## config.mk

```make
export PLATFORM = sky130hd
export DESIGN_NAME = btn_conditioner
export DESIGN_NICKNAME = d
export VERILOG_FILES = /design/src/rtl/btn_conditioner.sv
export SDC_FILE = /design/constraint.sdc
export NUM_CORES = 1
export LEC_CHECK = 0
export CELL_PAD_IN_SITES_DETAIL_PLACEMENT = 1
export CELL_PAD_IN_SITES_GLOBAL_PLACEMENT = 2
export CORE_ASPECT_RATIO = 1.1
export CORE_MARGIN = 2
export CORE_UTILIZATION = 43
export DETAILED_ROUTE_END_ITERATION = 6
export DONT_BUFFER_PORTS = 1
export GPL_ROUTABILITY_DRIVEN = 0
export HOLD_SLACK_MARGIN = 0.08
export PLACE_DENSITY = 0.88
export SKIP_LAST_GASP = 1
export SYNTH_ARGS = -nofsm -noshare
export SYNTH_HDL_FRONTEND = slang
export SYNTH_SLANG_ARGS = --single-unit
```

## constraint.sdc

```tcl
create_clock -name clk -period 3.5 [get_ports clk]
set_input_delay 0.7 -clock clk [delete_from_list [all_inputs] [get_ports clk]]
set_output_delay 0.7 -clock clk [all_outputs]
set_load 0.01 [all_outputs]
```

## src/rtl/btn_conditioner.sv

```systemverilog
// btn_conditioner: turns five raw asynchronous push-button levels into clean
// one-clock command pulses. Each channel has a two-flop synchronizer, a
// counter-based debouncer, a rising-edge press detector and an optional
// hold-to-repeat engine. Bit map: 0 up, 1 down, 2 left, 3 right, 4 select.
module btn_conditioner #(
  parameter int         DEBOUNCE_CYCLES = 1_000_000,
  parameter int         REPEAT_DELAY    = 25_000_000,
  parameter int         REPEAT_RATE     = 5_000_000,
  parameter logic [4:0] REPEAT_MASK     = 5'b01111
) (
  input  logic       clk,
  input  logic       rst,
  input  logic [4:0] btn_raw,
  input  logic       en,
  output logic [4:0] btn_pulse,
  output logic [4:0] btn_level
);

  localparam int DW   = (DEBOUNCE_CYCLES > 1) ? $clog2(DEBOUNCE_CYCLES) : 1;
  localparam int RMAX = (REPEAT_DELAY > REPEAT_RATE) ? REPEAT_DELAY : REPEAT_RATE;
  localparam int RW   = $clog2(RMAX + 1);

  localparam logic [DW-1:0] DCNT_LAST  = DW'(DEBOUNCE_CYCLES - 1);
  localparam logic [RW-1:0] RCNT_DELAY = RW'(REPEAT_DELAY);
  localparam logic [RW-1:0] RCNT_RATE  = RW'(REPEAT_RATE);
  localparam logic [RW-1:0] RCNT_ONE   = RW'(1);

  typedef enum logic [1:0] {
    RPH_IDLE,
    RPH_DELAY,
    RPH_RATE
  } rph_t;

  logic [4:0] r_s1;
  logic [4:0] r_s2;
  logic [4:0] r_pulse;
  logic [4:0] w_level;
  logic [4:0] w_press;
  logic [4:0] w_repeat;

  // Two-flop synchronizer for all five raw inputs.
  // NOTE: sequential state uses non-blocking assignments so every flop samples
  // the pre-edge value of its neighbour; blocking here would collapse the chain.
  always_ff @(posedge clk) begin
    if (rst) begin
      r_s1 <= '0;
      r_s2 <= '0;
    end else begin
      r_s1 <= btn_raw;
      r_s2 <= r_s1;
    end
  end

  for (genvar g = 0; g < 5; g++) begin : g_ch
    logic [DW-1:0] r_dcnt;
    logic          r_stable;
    logic          w_flip;
    logic          w_rise;
    logic          w_fall;

    // The debounced level flips on the N-th consecutive disagreeing clock.
    assign w_flip = (r_s2[g] != r_stable) && (r_dcnt == DCNT_LAST);
    assign w_rise = w_flip &  r_s2[g];
    assign w_fall = w_flip & ~r_s2[g];

    assign w_level[g] = r_stable;
    assign w_press[g] = w_rise;

    // Debounce: count disagreement, restart on any agreement.
    always_ff @(posedge clk) begin
      if (rst) begin
        r_dcnt   <= '0;
        r_stable <= 1'b0;
      end else if (r_s2[g] == r_stable) begin
        r_dcnt   <= '0;
      end else if (r_dcnt == DCNT_LAST) begin
        r_stable <= r_s2[g];
        r_dcnt   <= '0;
      end else begin
        r_dcnt   <= r_dcnt + 1'b1;
      end
    end

    if (REPEAT_MASK[g]) begin : g_rep
      rph_t          r_rph;
      rph_t          w_rph_next;
      logic [RW-1:0] r_rcnt;
      logic [RW-1:0] w_rcnt_next;
      logic          w_rep_evt;

      // Repeat phase and counter register.
      always_ff @(posedge clk) begin
        if (rst) begin
          r_rph  <= RPH_IDLE;
          r_rcnt <= '0;
        end else begin
          r_rph  <= w_rph_next;
          r_rcnt <= w_rcnt_next;
        end
      end

      // Repeat next-state: press arms the delay, release or low level idles.
      // NOTE: every output of this block gets a default first so no path can
      // leave it unassigned and infer a latch.
      always_comb begin
        w_rph_next  = r_rph;
        w_rcnt_next = r_rcnt;
        w_rep_evt   = 1'b0;
        if (w_rise) begin
          w_rph_next  = RPH_DELAY;
          w_rcnt_next = RCNT_ONE;
        end else if (!r_stable || w_fall) begin
          w_rph_next  = RPH_IDLE;
          w_rcnt_next = '0;
        end else begin
          case (r_rph)
            RPH_DELAY: begin
              if (r_rcnt == RCNT_DELAY) begin
                w_rep_evt   = 1'b1;
                w_rcnt_next = RCNT_ONE;
                w_rph_next  = RPH_RATE;
              end else begin
                w_rcnt_next = r_rcnt + 1'b1;
              end
            end
            RPH_RATE: begin
              if (r_rcnt == RCNT_RATE) begin
                w_rep_evt   = 1'b1;
                w_rcnt_next = RCNT_ONE;
              end else begin
                w_rcnt_next = r_rcnt + 1'b1;
              end
            end
            default: begin
              w_rph_next  = RPH_IDLE;
              w_rcnt_next = '0;
            end
          endcase
        end
      end

      assign w_repeat[g] = w_rep_evt;
    end else begin : g_norep
      assign w_repeat[g] = 1'b0;
    end
  end

  // Output pulse register; a disabled pulse is dropped, never deferred.
  always_ff @(posedge clk) begin
    if (rst) begin
      r_pulse <= '0;
    end else begin
      r_pulse <= (w_press | w_repeat) & {5{en}};
    end
  end

  assign btn_pulse = r_pulse;
  assign btn_level = w_level;

endmodule

```

Word-level counts from Yosys, hierarchy flattened:

Index checks and enable logic that the tools add are counted.

* add/sub/neg operators: 9
* equality and inequality tests: 43
* multiplexer cells: 56
* bitwise gates (word level): 24
* reduce and logical (&&, ||, !) cells: 35

Operators with widths (count)
* two-way mux 25 bit: 8
* one-hot mux 25 bit (2 select lines): 4
* adder 20 x 1 -> 20 bit (second input constant): 5
* adder 25 x 1 -> 25 bit (second input constant): 4
* == test 20 bit (second input constant): 5
* == test 25 x 23 -> 1 bit (second input constant): 4
* == test 25 bit (second input constant): 4
* two-way mux 1 bit: 32
* OR reduction 3 bit: 9
* AND reduction 2 bit: 13
* != test 4 bit (second input constant): 4
* one-hot mux 2 bit (2 select lines): 4
* NOT 1 bit: 13
* != test 3 bit (second input constant): 4
* AND 1 bit: 9
* == test 2 x 1 -> 1 bit (second input constant): 4
* == test 2 bit (second input constant): 4
* two-way mux 2 bit: 4
* != test 2 bit (second input constant): 4
* one-hot mux 1 bit (2 select lines): 4
* AND 5 bit: 1
* == test 1 bit: 5
* logical AND 1 bit: 5
* != test 1 bit: 5
* other kinds (3): 9

* bits in registers: 228
* input port bits: 8
* output and inout bits: 10
* word-level logic and storage cells: 196

Logic depth before layout (Yosys ltp):

Gate-level depths: netlist (run 1).

* depth after elaboration: 8
* mapped depth: 8
* depth with buffers taken out: 7

Worst setup path before layout (run 1):

OpenSTA, ideal clock, no wires.

* path type: register -> register
* from: reg g_ch[0].r_dcnt[0]
* to: reg g_ch[0].g_rep.r_rcnt[2]
* arrival time: 1.757 ns
* required time: 3.385 ns
* path slack: 1.629 ns
* stages on the path, launching flop included: 8
* path buffers: 1
* cell sequence: dfxtp_1 > ha_1 > nand2_1 > or3_4 > o41ai_4 > a211o_2 > buf_4 > nor2_1

* longest elaborated chain between the ends: 5

Ends and longest elaborated chain
* from (decl): RTL line 55 `logic [DW-1:0] r_dcnt;`
* from (signal assigned): RTL line 80 `r_dcnt <= r_dcnt + 1'b1;`
* == test 20 bit *: RTL line 62 `assign w_flip = (r_s2[g] != r_stable) && (r_dcnt == DCNT_LAST);`
* logical AND 1 bit *: RTL line 62
* AND 1 bit: RTL line 64 `assign w_fall = w_flip & ~r_s2[g];`
* logical OR 1 bit: RTL line 112 `end else if (!r_stable || w_fall) begin`
* OR reduction 3 bit (no line) *
* to (signal assigned): RTL line 98 `r_rcnt <= w_rcnt_next;`
* to (decl): RTL line 87 `logic [RW-1:0] r_rcnt;`

Every way passes the cells marked *; elsewhere a longest branch is shown, timed or not.
A chain may end at the register's enable or synchronous reset.

Worst setup path after layout (run 1):

* from: reg g_ch[4].r_dcnt[0]
* to: reg g_ch[4].r_dcnt[17]

* longest elaborated chain between the ends: 2

Ends and longest elaborated chain (RTL line)
* from (decl): 55
* from (signal assigned): 80
* parallel branches: the longest is 2 deep, another holds adder 20 x 1 -> 20 bit

Parallel ways; which one is timed is not known.

==> impl_table.tex, run 1 <==
\begin{tabular}{lr}
\hline
Metric & Value \\
\hline
\multicolumn{2}{l}{\textbf{Run status}} \\
Status & complete, no violations \\
\multicolumn{2}{l}{\textbf{Clocking}} \\
Clock tree root driver cell & clkbuf\_16 \\
Hold\_buf cts & 0 \\
Buffers from clock root to sink, at most & 3 \\
Source-to-sink clock delay at the later pin of the worst-skew pair & 0.53 ns \\
CTS clock-pin slew for the worst setup and hold paths & 0.06 ns \\
Setup bufs post-CTS & 0 \\
Maximum level of the CTS H-tree & 1 \\
Number of CTS-inserted buffers & 26 \\
CTS-repair resized insts & 0 \\
Clock tree from TritonCTS & yes \\
Clock sink count & 228 \\
\multicolumn{2}{l}{\textbf{Detailed routing}} \\
1st-iter DRT viols & 227 \\
Via density per instance & $\sim$5.2 \\
Number of antenna-violating nets in the routed design & 0 \\
DRC Markers & 0 \\
Post-detailed-routing wire length & 22150 um \\
TritonRoute pass-1 iters & 4 \\
Average detailed-routed wire length per instance & between 10 and 15 um \\
Total number of vias & 7849 \\
\multicolumn{2}{l}{\textbf{Floorplan}} \\
Vert. Die Dim & 166.9 um \\
Area enclosed by the die boundary & roughly 0.025 sq mm \\
Core Box Area & 0.02370 sq mm \\
Number of placed I/O pins & 18 \\
Initial Util & 43.80\% \\
Chip Width & 152.1 um \\
Core Rows & 59 \\
\multicolumn{2}{l}{\textbf{Placement}} \\
Area post-placement & about 0.011 sq mm \\
Dpl cells & 1452 \\
Worst slack after detailed placement & 1.159 ns \\
DPL Wire Length & 14840 um \\
Port Buf Inserts & 0 \\
\multicolumn{2}{l}{\textbf{GRT}} \\
Met2 global-route usage & a little under a third \\
Met1 layer usage reported by global route & 22.78\% \\
Met3 GRT Util & 2.680\% \\
GR Overflow Total & 0 \\
GR Util All Layers & 17.61\% \\
Largest net degree at the start of global routing & 26 \\
Most Used Layer, Global Route & met2 \\
First-pass GRT wire length & 38850 um \\
Number of global-route vias before repair & 8161 \\
Number of antenna violations at the first check in global routing & 0 \\
\multicolumn{2}{l}{\textbf{STA}} \\
Final period utilization & 65.99\% \\
Number of endpoints with negative hold slack in the final report & 0 \\
Highest clock frequency the design can meet & 433.0 MHz \\
Worst-case headroom to the max-slew limit & 35.57\% \\
Final clock skew & 0.009116 ns \\
Number of max-slew violations in the final report & 0 \\
Slew at the pin closest to its max-slew limit & 0.9591 ns \\
Worst path setup slack after routing & 1.190 ns \\
Post-route minimum period & 2.310 ns \\
Setup tns final & 0 ns \\
Setup repair after global routing missed its margin & no \\
Final number of setup-violating endpoints & 0 \\
\multicolumn{2}{l}{\textbf{Worst setup path}} \\
Critical path cell sequence & ha\_1, nand3\_2, or4\_1, nand3\_1, nor2\_1 \\
Critical path peak fanout & 20 \\
CP Capture Type & flip-flop \\
Worst Path Class, Setup & reg2reg \\
Critical Path Start & g\_ch[4].r\_dcnt[0]\$\_SDFF\_PP0\_ \\
Path length in cells of the critical path & 5 \\
Endpoint arrival time on the critical path & 2.68 ns \\
Worst reg-to-reg path cell count & 5 \\
CP Launch Type & flip-flop \\
Worst path required time & 3.87 ns \\
Slowest stage delay, CP & 0.60 ns \\
R2r setup slk & 1.19 ns \\
Beginning of the worst register-to-register path & g\_ch[4].r\_dcnt[0]\$\_SDFF\_PP0\_ \\
Cell family with the largest share of critical-path delay & simple AND/OR/NAND/NOR gates \\
Cell type of the slowest stage on the worst timing path & or4\_1 \\
Buffers plus inverters on the worst setup path & 0 \\
\multicolumn{2}{l}{\textbf{Logic synthesis}} \\
Most frequent cells after synthesis & 256 x nor2\_1, 228 x dfxtp\_1, 120 x xor2\_1 \\
Number of standard cells after synthesis & between 1000 and 1500 \\
Syn. warnings & 0 \\
Post-synth top area share & 43.98\% \\
Predominant post-synthesis flop cell & dfxtp\_1 \\
Syn Nets & 1209 \\
Number of enable flip-flop cells after synthesis & 0 \\
Leading area contributor after synthesis & dfxtp\_1 \\
Number of synthesized register bits & 228 \\
Sequential element share of the synthesized area & 43.98\% \\
Synth cell types & between 50 and 60 \\
Synthesized area divided by synthesized cell count & between 8 and 9 sq um \\
Most repeated cell in the gate-level netlist after synthesis & nor2\_1 \\
Post-synthesis cell area & just over 0.01 sq mm \\
Leading post-synthesis cells by cell area & dfxtp\_1 44\%, xor2\_1 10\%, nor2\_1 9.3\%, xnor2\_1 5.5\%, nand3\_1 3.8\% \\
Post-synth ARST share & 0\% \\
\multicolumn{2}{l}{\textbf{Pwr}} \\
PD cells & 491.6 mW/mm\^{}2 \\
Net switching fraction of the power & between 10\% and 20\% \\
Internal power of the cells & 4.559 mW \\
Comb pwr share & less than 1\% \\
Maximum resistive drop on vdd & 299.3 uV \\
Part of the power in registers & 46.0\% \\
Net load switching power & around 1.1 mW \\
Clock network fraction of design power & 53.6\% \\
Leakage power & 3.634 nW \\
\multicolumn{2}{l}{\textbf{Cells and area}} \\
Final Core Density & 48.67\% \\
Area delta synth->final & 11.13\% \\
Final Non-Filler Cells & 1499 \\
Post-route design area & 0.01153 sq mm \\
Net count reported at finish & between 1000 and 1500 \\
Share of layout cells above drive strength 1 & 5.779\% \\
Total inserted antenna cells & 0 \\
\multicolumn{2}{l}{\textbf{Hold path}} \\
Worst min path class & in2reg \\
Hold-critical path depth & 1 \\
Worst hold path startpoint & rst \\
\multicolumn{2}{l}{\textbf{Flow run}} \\
Maximum capacitance violations & 0 \\
\hline
\end{tabular}
-- power groups by stage --
stage               Clock, mW  Sequential [mW]  Combinational (mW)
CTS                      3.12             2.61              0.0247
detailed placement          0             2.67              0.0245
floorplan                   0             2.66              0.0220
finish                   3.04             2.61              0.0236
global route             3.23             2.61              0.0275
global placement            0             2.67              0.0239
-- stage by stage --
step           hold WS [ns]  total power, mW
5_1_grt              0.2238            5.865
3_5_place_dp         0.4342            2.690
3_3_place_gp         0.4178            2.689
6_report             0.2456            5.670
2_1_floorplan        0.4129            2.686
4_1_cts              0.2160            5.752
-- flip-flops by register name, indices dropped and copies added, names as in the netlist --
name and cells:
g_ch.g_rep.r_rcnt 100, g_ch.r_dcnt 100, g_ch.g_rep.r_rph 8, btn_pulse 5, g_ch.r_stable 5, r_s1 5, r_s2 5
-- layer usage --
layer / routed length [um] / vias up
met1: 10480 / 3774
met3: 571 / 27
met2: 10710 / 58
li1: - / 3990
met4: 385 / 0
met5: 0 / -
-- layout make-up --
class | count | area (sq um)
multi-input combinational | 873 | 5435
inverter | 44 | 165.2
clock inverter | 12 | 216.5
timing repair buffer | 2 | 15.01
clock buffer | 35 | 755.7
tap | 305 | 381.6
fill | 2732 | 12160
sequential | 228 | 4564
-- path summary, 6_finish.rpt --
path                                                      end
worst max-delay path            g_ch[4].r_dcnt[17]$_SDFF_PP0_
worst min-delay path                       r_s2[0]$_SDFF_PP0_
worst max register to register  g_ch[4].r_dcnt[17]$_SDFF_PP0_
worst min register to register   g_ch[0].r_dcnt[0]$_SDFF_PP0_
-- kinds of logic after synthesis --
family / synth area share [%]
AND/OR/NAND/NOR: 30.37
XOR/XNOR: 15.61
multiplexers: 0.3858
flip-flops: 43.98
buffers and inverters: 3.653
AO/OA/AOI/OAI: 3.472
adder cells (fa/ha/maj): 2.532
-- cells in the final DEF (no fill, tap or decap), types with 15 or more instances in the layout --
cell type	synthesis	final
nor4_1	16	16
inv_1	44	44
dfxtp_1	228	228
nand2_1	73	73
nor2b_1	15	15
nand3_1	78	78
ha_1	21	21
nor2_1	256	256
nand4_1	59	59
xnor2_1	65	65
clkbuf_16	0	27
xor2_1	120	120
and4_1	18	18
and3_1	26	26
nor3_1	23	23
nor4b_1	15	15
Note: power is estimated with default switching activity, not from simulation.
==> run 2, diff against run 1 <==
--- a/config.mk
+++ b/config.mk
@@ -9,12 +9,12 @@
 export CELL_PAD_IN_SITES_GLOBAL_PLACEMENT = 2
 export CORE_ASPECT_RATIO = 1.1
 export CORE_MARGIN = 2
-export CORE_UTILIZATION = 43
+export CORE_UTILIZATION = 40
 export DETAILED_ROUTE_END_ITERATION = 6
 export DONT_BUFFER_PORTS = 1
 export GPL_ROUTABILITY_DRIVEN = 0
 export HOLD_SLACK_MARGIN = 0.08
-export PLACE_DENSITY = 0.88
+export PLACE_DENSITY = 0.83
 export SKIP_LAST_GASP = 1
 export SYNTH_ARGS = -nofsm -noshare
 export SYNTH_HDL_FRONTEND = slang
==> constraint.sdc (replaced) <==
create_clock -name clk -period 2.3 [get_ports clk]
set_input_delay 0.46 -clock clk [delete_from_list [all_inputs] [get_ports clk]]
set_output_delay 0.46 -clock clk [all_outputs]
set_load 0.01 [all_outputs]
==> run 2 against run 1 <==
- sequential power grew 52%
- hold slack lost 0.12 ns
- sequential cell count is the same
- critical endpoint is now g_ch[0].r_dcnt[2]$_SDFF_PP0_
- highest routed layer unchanged
- largest power group unchanged
- register-to-register slack lost 0.99 ns
- clock skew grew 0.010 ns
==> impl_table.tex, run 2 (same netlist as run 1, synthesis figures left out) <==
\begin{tabular}{lr}
\hline
Metric & Value \\
\hline
\multicolumn{2}{l}{\textbf{Clocking}} \\
Buffers from clock root to sink, at most & 3 \\
Clock sink count & 228 \\
CTS clock-pin slew for the worst setup and hold paths & about 0.06 ns \\
Clock tree root driver cell & clkbuf\_16 \\
Source-to-sink clock delay at the later pin of the worst-skew pair & 0.53 ns \\
Setup bufs post-CTS & 0 \\
Maximum level of the CTS H-tree & 1 \\
Number of CTS-inserted buffers & 27 \\
Clock tree from TritonCTS & yes \\
\multicolumn{2}{l}{\textbf{Worst setup path}} \\
CP Launch Type & flip-flop \\
Endpoint arrival time on the critical path & 2.51 ns \\
Worst path required time & 2.71 ns \\
Critical path peak fanout & 8 \\
Worst Path Class, Setup & reg2reg \\
CP Capture Type & flip-flop \\
\multicolumn{2}{l}{\textbf{GRT}} \\
Number of antenna violations at the first check in global routing & 0 \\
GR Overflow Total & 0 \\
GR Util All Layers & 16.97\% \\
First-pass GRT wire length & between 30000 and 40000 um \\
Number of global-route vias before repair & $\sim$8300 \\
Largest net degree at the start of global routing & 25 \\
\multicolumn{2}{l}{\textbf{Cells and area}} \\
Filler cell count & 2961 \\
Final Core Density & 46.64\% \\
Largest registers ranked by flip-flop count & g\_ch.g\_rep.r\_rcnt x100, g\_ch.r\_dcnt x100, g\_ch.g\_rep.r\_rph x8 \\
Net count reported at finish & about 1200 \\
Commonest non-fill, non-tap cells in the layout & 256 x nor2\_1, 228 x dfxtp\_1, 120 x xor2\_1, 78 x nand3\_1, 73 x nand2\_1 \\
Total inserted antenna cells & 0 \\
Share of layout cells above drive strength 1 & 8.068\% \\
Post-route design area & 0.01185 sq mm \\
Area delta synth->final & 14.21\% \\
Commonest non-fill, non-tap cell in the layout & nor2\_1 \\
\multicolumn{2}{l}{\textbf{Floorplan}} \\
Core Box Area & 0.02542 sq mm \\
Core Rows & 61 \\
Area enclosed by the die boundary & roughly 0.027 sq mm \\
Initial Util & 40.84\% \\
Number of placed I/O pins & 18 \\
Vert. Die Dim & $\sim$170 um \\
Chip Width & 157.6 um \\
\multicolumn{2}{l}{\textbf{Flow run}} \\
Maximum capacitance violations & 0 \\
\multicolumn{2}{l}{\textbf{STA}} \\
Setup repair after global routing missed its margin & no \\
Number of endpoints with negative hold slack in the final report & 0 \\
Highest clock frequency the design can meet & $\sim$480 MHz \\
Final number of setup-violating endpoints & 0 \\
Number of max-slew violations in the final report & 0 \\
Worst path setup slack after routing & 0.1984 ns \\
Worst-case headroom to the max-slew limit & 41.57\% \\
Setup tns final & 0 ns \\
Final clock skew & 0.01907 ns \\
Slew at the pin closest to its max-slew limit & just under 0.9 ns \\
Final period utilization & 91.38\% \\
Post-route minimum period & $\sim$2.1 ns \\
\multicolumn{2}{l}{\textbf{Detailed routing}} \\
Post-detailed-routing wire length & 22430 um \\
Via density per instance & around 5.1 \\
Number of antenna-violating nets in the routed design & 0 \\
DRC Markers & 0 \\
Average detailed-routed wire length per instance & 14.26 um \\
1st-iter DRT viols & 259 \\
TritonRoute pass-1 iters & 4 \\
Total number of vias & 7993 \\
\multicolumn{2}{l}{\textbf{Run status}} \\
Status & complete, no violations \\
\multicolumn{2}{l}{\textbf{Hold path}} \\
Worst min path class & in2reg \\
\multicolumn{2}{l}{\textbf{Placement}} \\
DPL Wire Length & between 15000 and 20000 um \\
Area post-placement & around 0.011 sq mm \\
Port Buf Inserts & 0 \\
Worst slack after detailed placement & approximately 0.18 ns \\
\multicolumn{2}{l}{\textbf{Pwr}} \\
PD cells & 723.8 mW/mm\^{}2 \\
Maximum resistive drop on vdd & 364.1 uV \\
Leakage power & $\sim$3.8 nW \\
\hline
\end{tabular}
## run 2: cell count changes in the layout (fill, tap and decap cells not counted), sizes merged
cell / previous run / this run
dlygate4sd3: 0 / 6
clkinv: 5 / 6
buf: 2 / 27
clkbuf: 35 / 38
bufinv: 6 / 4
## run 2: layer usage
layer,vias up,part of all wire [%],GRT usage [%]
li1,4066,-,-
met1,3849,48,22.01
met2,48,48,29.42
met3,30,3.1,2.757
met4,0,1.7,3.864
met5,-,0,0
## run 2: metrics by stage
| stage | power, mW | hold slack [ns] | std cells |
|---|---|---|---|
| after floorplan | 4.087 | 0.4129 | 1180 |
| after global placement | 4.099 | 0.4272 | 1518 |
| after detailed placement | 4.100 | 0.4367 | 1518 |
| after CTS | 8.739 | 0.09666 | 1573 |
| after global routing | 8.885 | 0.1143 | 1573 |
| final | 8.580 | 0.1233 | 1573 |
## run 2: final timing paths
check	startpoint	endpoint	slack (ns)	cells past startpoint
max	g_ch[0].r_dcnt[0]$_SDFF_PP0_	g_ch[0].r_dcnt[2]$_SDFF_PP0_	0.20	7
min	rst	g_ch[3].g_rep.r_rph[1]$_SDFFE_PP0P_	0.12	3
max reg2reg	g_ch[0].r_dcnt[0]$_SDFF_PP0_	g_ch[0].r_dcnt[2]$_SDFF_PP0_	0.20	7
min reg2reg	g_ch[3].r_dcnt[0]$_SDFF_PP0_	g_ch[3].r_dcnt[0]$_SDFF_PP0_	0.44	1
## run 2: repair_timing
action | 4_1_cts | 5_1_grt
endpoints found under the setup margin | 0 | 1
hold buffers | 6 | 0
hold endpoints to repair | 14 | 0
resized for setup | 0 | 1
## run 2: power breakdown
group	switching, mW	total, mW	internal, mW
clock	1.65	4.55	2.90
sequential	0.00932	3.97	3.96
combinational	0.0337	0.0556	0.0219
total	1.70	8.58	6.88
## run 2: area by class of cell
| class | instances | area, sq um | share of cell area [%] |
|---|---|---|---|
| inverter | 44 | 165.2 | 1.393 |
| tap | 346 | 432.9 | 3.652 |
| timing repair buffer | 33 | 275.3 | 2.322 |
| multi-input combinational | 873 | 5441 | 45.90 |
| clock inverter | 11 | 157.7 | 1.330 |
| clock buffer | 38 | 817.0 | 6.893 |
| sequential | 228 | 4564 | 38.51 |
## run 2: worst max-delay path, stage by stage (launching register included)
cell and delay (ns):
dfxtp_1 0.35, ha_1 0.21, nand2_1 0.10, or3_4 0.42, nor3_1 0.38, or3_1 0.29, buf_4 0.20, nor2_1 0.05
==> run 3, diff against run 2 <==
--- a/config.mk
+++ b/config.mk
@@ -9,12 +9,13 @@
 export CELL_PAD_IN_SITES_GLOBAL_PLACEMENT = 2
 export CORE_ASPECT_RATIO = 1.1
 export CORE_MARGIN = 2
-export CORE_UTILIZATION = 40
+export CORE_UTILIZATION = 42
+export CTS_BUF_LIST = sky130_fd_sc_hd__clkbuf_4 sky130_fd_sc_hd__clkbuf_8
 export DETAILED_ROUTE_END_ITERATION = 6
 export DONT_BUFFER_PORTS = 1
 export GPL_ROUTABILITY_DRIVEN = 0
 export HOLD_SLACK_MARGIN = 0.08
-export PLACE_DENSITY = 0.83
+export PLACE_DENSITY = 0.86
 export SKIP_LAST_GASP = 1
 export SYNTH_ARGS = -nofsm -noshare
 export SYNTH_HDL_FRONTEND = slang
==> run 3 against run 2 <==
- power fell by 3.0%
- setup slack improved by 0.077 ns
- via count rose by 0.34%
- largest power group unchanged
- final area fell by 0.58%
- register-to-register slack improved by 0.08 ns
- first-iteration DRC count fell by 12%
- non-clock buffer count fell by 6
==> impl_table.tex, run 3 (same netlist as run 1, synthesis figures left out) <==
\begin{tabular}{lr}
\hline
Metric & Value \\
\hline
\multicolumn{2}{l}{\textbf{STA}} \\
Setup repair after global routing missed its margin & no \\
Final clock skew & 0.02385 ns \\
Number of endpoints with negative hold slack in the final report & 0 \\
Final number of setup-violating endpoints & 0 \\
Setup tns final & 0 ns \\
Final period utilization & roughly nine tenths \\
Number of max-slew violations in the final report & 0 \\
Post-route minimum period & slightly above 2 ns \\
Highest clock frequency the design can meet & 493.9 MHz \\
Slew at the pin closest to its max-slew limit & 0.9042 ns \\
Final hold slack & approximately 0.17 ns \\
Worst-case headroom to the max-slew limit & 39.52\% \\
\multicolumn{2}{l}{\textbf{Detailed routing}} \\
Max Used Layer & met4 \\
1st-iter DRT viols & between 200 and 250 \\
Routed length on met3 & 758 um \\
Post-Route M1 WL & approximately 11000 um \\
DRC Markers & 0 \\
Average detailed-routed wire length per instance & 14.27 um \\
Number of antenna-violating nets in the routed design & 0 \\
Wire length on met2 & 10160 um \\
Via density per instance & 5.144 \\
Post-detailed-routing wire length & 22250 um \\
TritonRoute pass-1 iters & 4 \\
Total number of vias & 8020 \\
\multicolumn{2}{l}{\textbf{Cells and area}} \\
Total inserted antenna cells & 0 \\
Largest registers ranked by flip-flop count & g\_ch.g\_rep.r\_rcnt x100, g\_ch.r\_dcnt x100, g\_ch.g\_rep.r\_rph x8 \\
Commonest non-fill, non-tap cell in the layout & nor2\_1 \\
Area delta synth->final & 13.55\% \\
Net count reported at finish & 1245 \\
Commonest non-fill, non-tap cells in the layout & 256 x nor2\_1, 228 x dfxtp\_1, 120 x xor2\_1, 78 x nand3\_1, 73 x nand2\_1 \\
Filler cell count & between 2000 and 3000 \\
Share of layout cells above drive strength 1 & 9.688\% \\
\multicolumn{2}{l}{\textbf{Floorplan}} \\
Core Rows & 60 \\
Chip Width & $\sim$150 um \\
Core Box Area & approximately 0.024 sq mm \\
Number of placed I/O pins & 18 \\
Initial Util & 42.54\% \\
Vert. Die Dim & approximately 170 um \\
Area enclosed by the die boundary & about 0.026 sq mm \\
\multicolumn{2}{l}{\textbf{GRT}} \\
Largest net degree at the start of global routing & 25 \\
GR Util All Layers & 17.52\% \\
GR Overflow Total & 0 \\
First-pass GRT wire length & 38590 um \\
Number of global-route vias before repair & 8220 \\
Number of antenna violations at the first check in global routing & 0 \\
\multicolumn{2}{l}{\textbf{Placement}} \\
Port Buf Inserts & 0 \\
DPL Wire Length & 14800 um \\
\multicolumn{2}{l}{\textbf{Clocking}} \\
Buffers from clock root to sink, at most & 3 \\
Number of CTS-inserted buffers & 42 \\
Maximum level of the CTS H-tree & 2 \\
CTS clock-pin slew for the worst setup and hold paths & around 0.060 ns \\
Clock tree root driver cell & clkbuf\_8 \\
Clock sink count & between 200 and 250 \\
Source-to-sink clock delay at the later pin of the worst-skew pair & 0.54 ns \\
Setup bufs post-CTS & 0 \\
CTS-repair resized insts & 0 \\
Clock tree from TritonCTS & yes \\
\multicolumn{2}{l}{\textbf{Flow run}} \\
Maximum capacitance violations & 0 \\
\multicolumn{2}{l}{\textbf{Pwr}} \\
Leakage power & 3.811 nW \\
PD cells & 706.4 mW/mm\^{}2 \\
Maximum resistive drop on vdd & 463.8 uV \\
\multicolumn{2}{l}{\textbf{Worst setup path}} \\
R2r setup slk & 0.28 ns \\
Critical path peak fanout & 20 \\
Worst path required time & 2.73 ns \\
Endpoint arrival time on the critical path & around 2.5 ns \\
Worst Path Class, Setup & reg2reg \\
CP Capture Type & flip-flop \\
CP Launch Type & flip-flop \\
\multicolumn{2}{l}{\textbf{Hold path}} \\
Worst min path class & in2reg \\
\multicolumn{2}{l}{\textbf{Run status}} \\
Status & complete, no violations \\
\hline
\end{tabular}
-- run 3: cell count changes in the layout (fill, tap and decap cells not counted), moves of 3 or more --
| cell | change |
|---|---|
| buf_4 | -9 |
| buf_12 | +3 |
| clkbuf_16 | -27 |
| clkbuf_8 | +51 |
| bufinv_16 | -3 |
| clkbuf_4 | +7 |
-- run 3: routing by layer --
metal,vias up,GRT usage [%]
met3,41,3.687
met2,71,29.49
met5,-,0
li1,4085,-
met4,0,6.298
met1,3823,22.30
-- run 3: worst paths after layout --
| path | start | to | cells after the start |
|---|---|---|---|
| min | rst | g_ch[0].r_stable$_SDFFE_PP0N_ | 3 |
| max reg2reg | g_ch[0].r_dcnt[0]$_SDFF_PP0_ | g_ch[0].r_dcnt[11]$_SDFF_PP0_ | 7 |
| min reg2reg | g_ch[3].r_dcnt[0]$_SDFF_PP0_ | g_ch[3].r_dcnt[0]$_SDFF_PP0_ | 1 |
| max | g_ch[0].r_dcnt[0]$_SDFF_PP0_ | g_ch[0].r_dcnt[11]$_SDFF_PP0_ | 7 |
-- run 3: layout make-up --
cell class / count / area (sq um) / area share, %
clock buffer: 68 / 892.1 / 7.570
clock inverter: 9 / 72.57 / 0.6158
inverter: 44 / 165.2 / 1.401
multi-input combinational: 873 / 5435 / 46.12
sequential: 228 / 4564 / 38.73
tap: 310 / 387.9 / 3.291
timing repair buffer: 27 / 267.8 / 2.272
-- run 3: per-stage QoR --
stage                     cells  worst slack, ns  util (%)  total power, mW  instance area [sq um]
after floorplan            1180           0.4286         -            4.087                  10380
after global placement     1476           0.3612     44.10            4.097                  10760
after detailed placement   1476           0.2554     44.10            4.098                  10760
after CTS                  1559           0.2572     48.30            8.489                  11790
after global routing       1559          0.04963     48.30            8.671                  11790
final                      1559           0.2751     48.30            8.325                  11790
-- run 3: repair_timing --
| action | in CTS | in global routing |
|---|---|---|
| hold endpoints to repair | 15 | 0 |
| endpoints found under the setup margin | 0 | 0 |
| hold buffers | 6 | 0 |
-- run 3: critical path: stages, from the launching register on --
cell and delay [ns]:
dfxtp_1 0.35, ha_1 0.22, nand2_1 0.11, or3_4 0.42
nor3_1 0.37, or3_1 0.22, buf_12 0.16, nor2_1 0.06
-- run 3: where the power goes --
part,total [mW],leakage [nW],switching [mW],internal (mW)
clock network,4.30,0.512,1.73,2.57
logic,0.0550,1.46,0.0336,0.0214
registers,3.97,1.84,0.00878,3.96
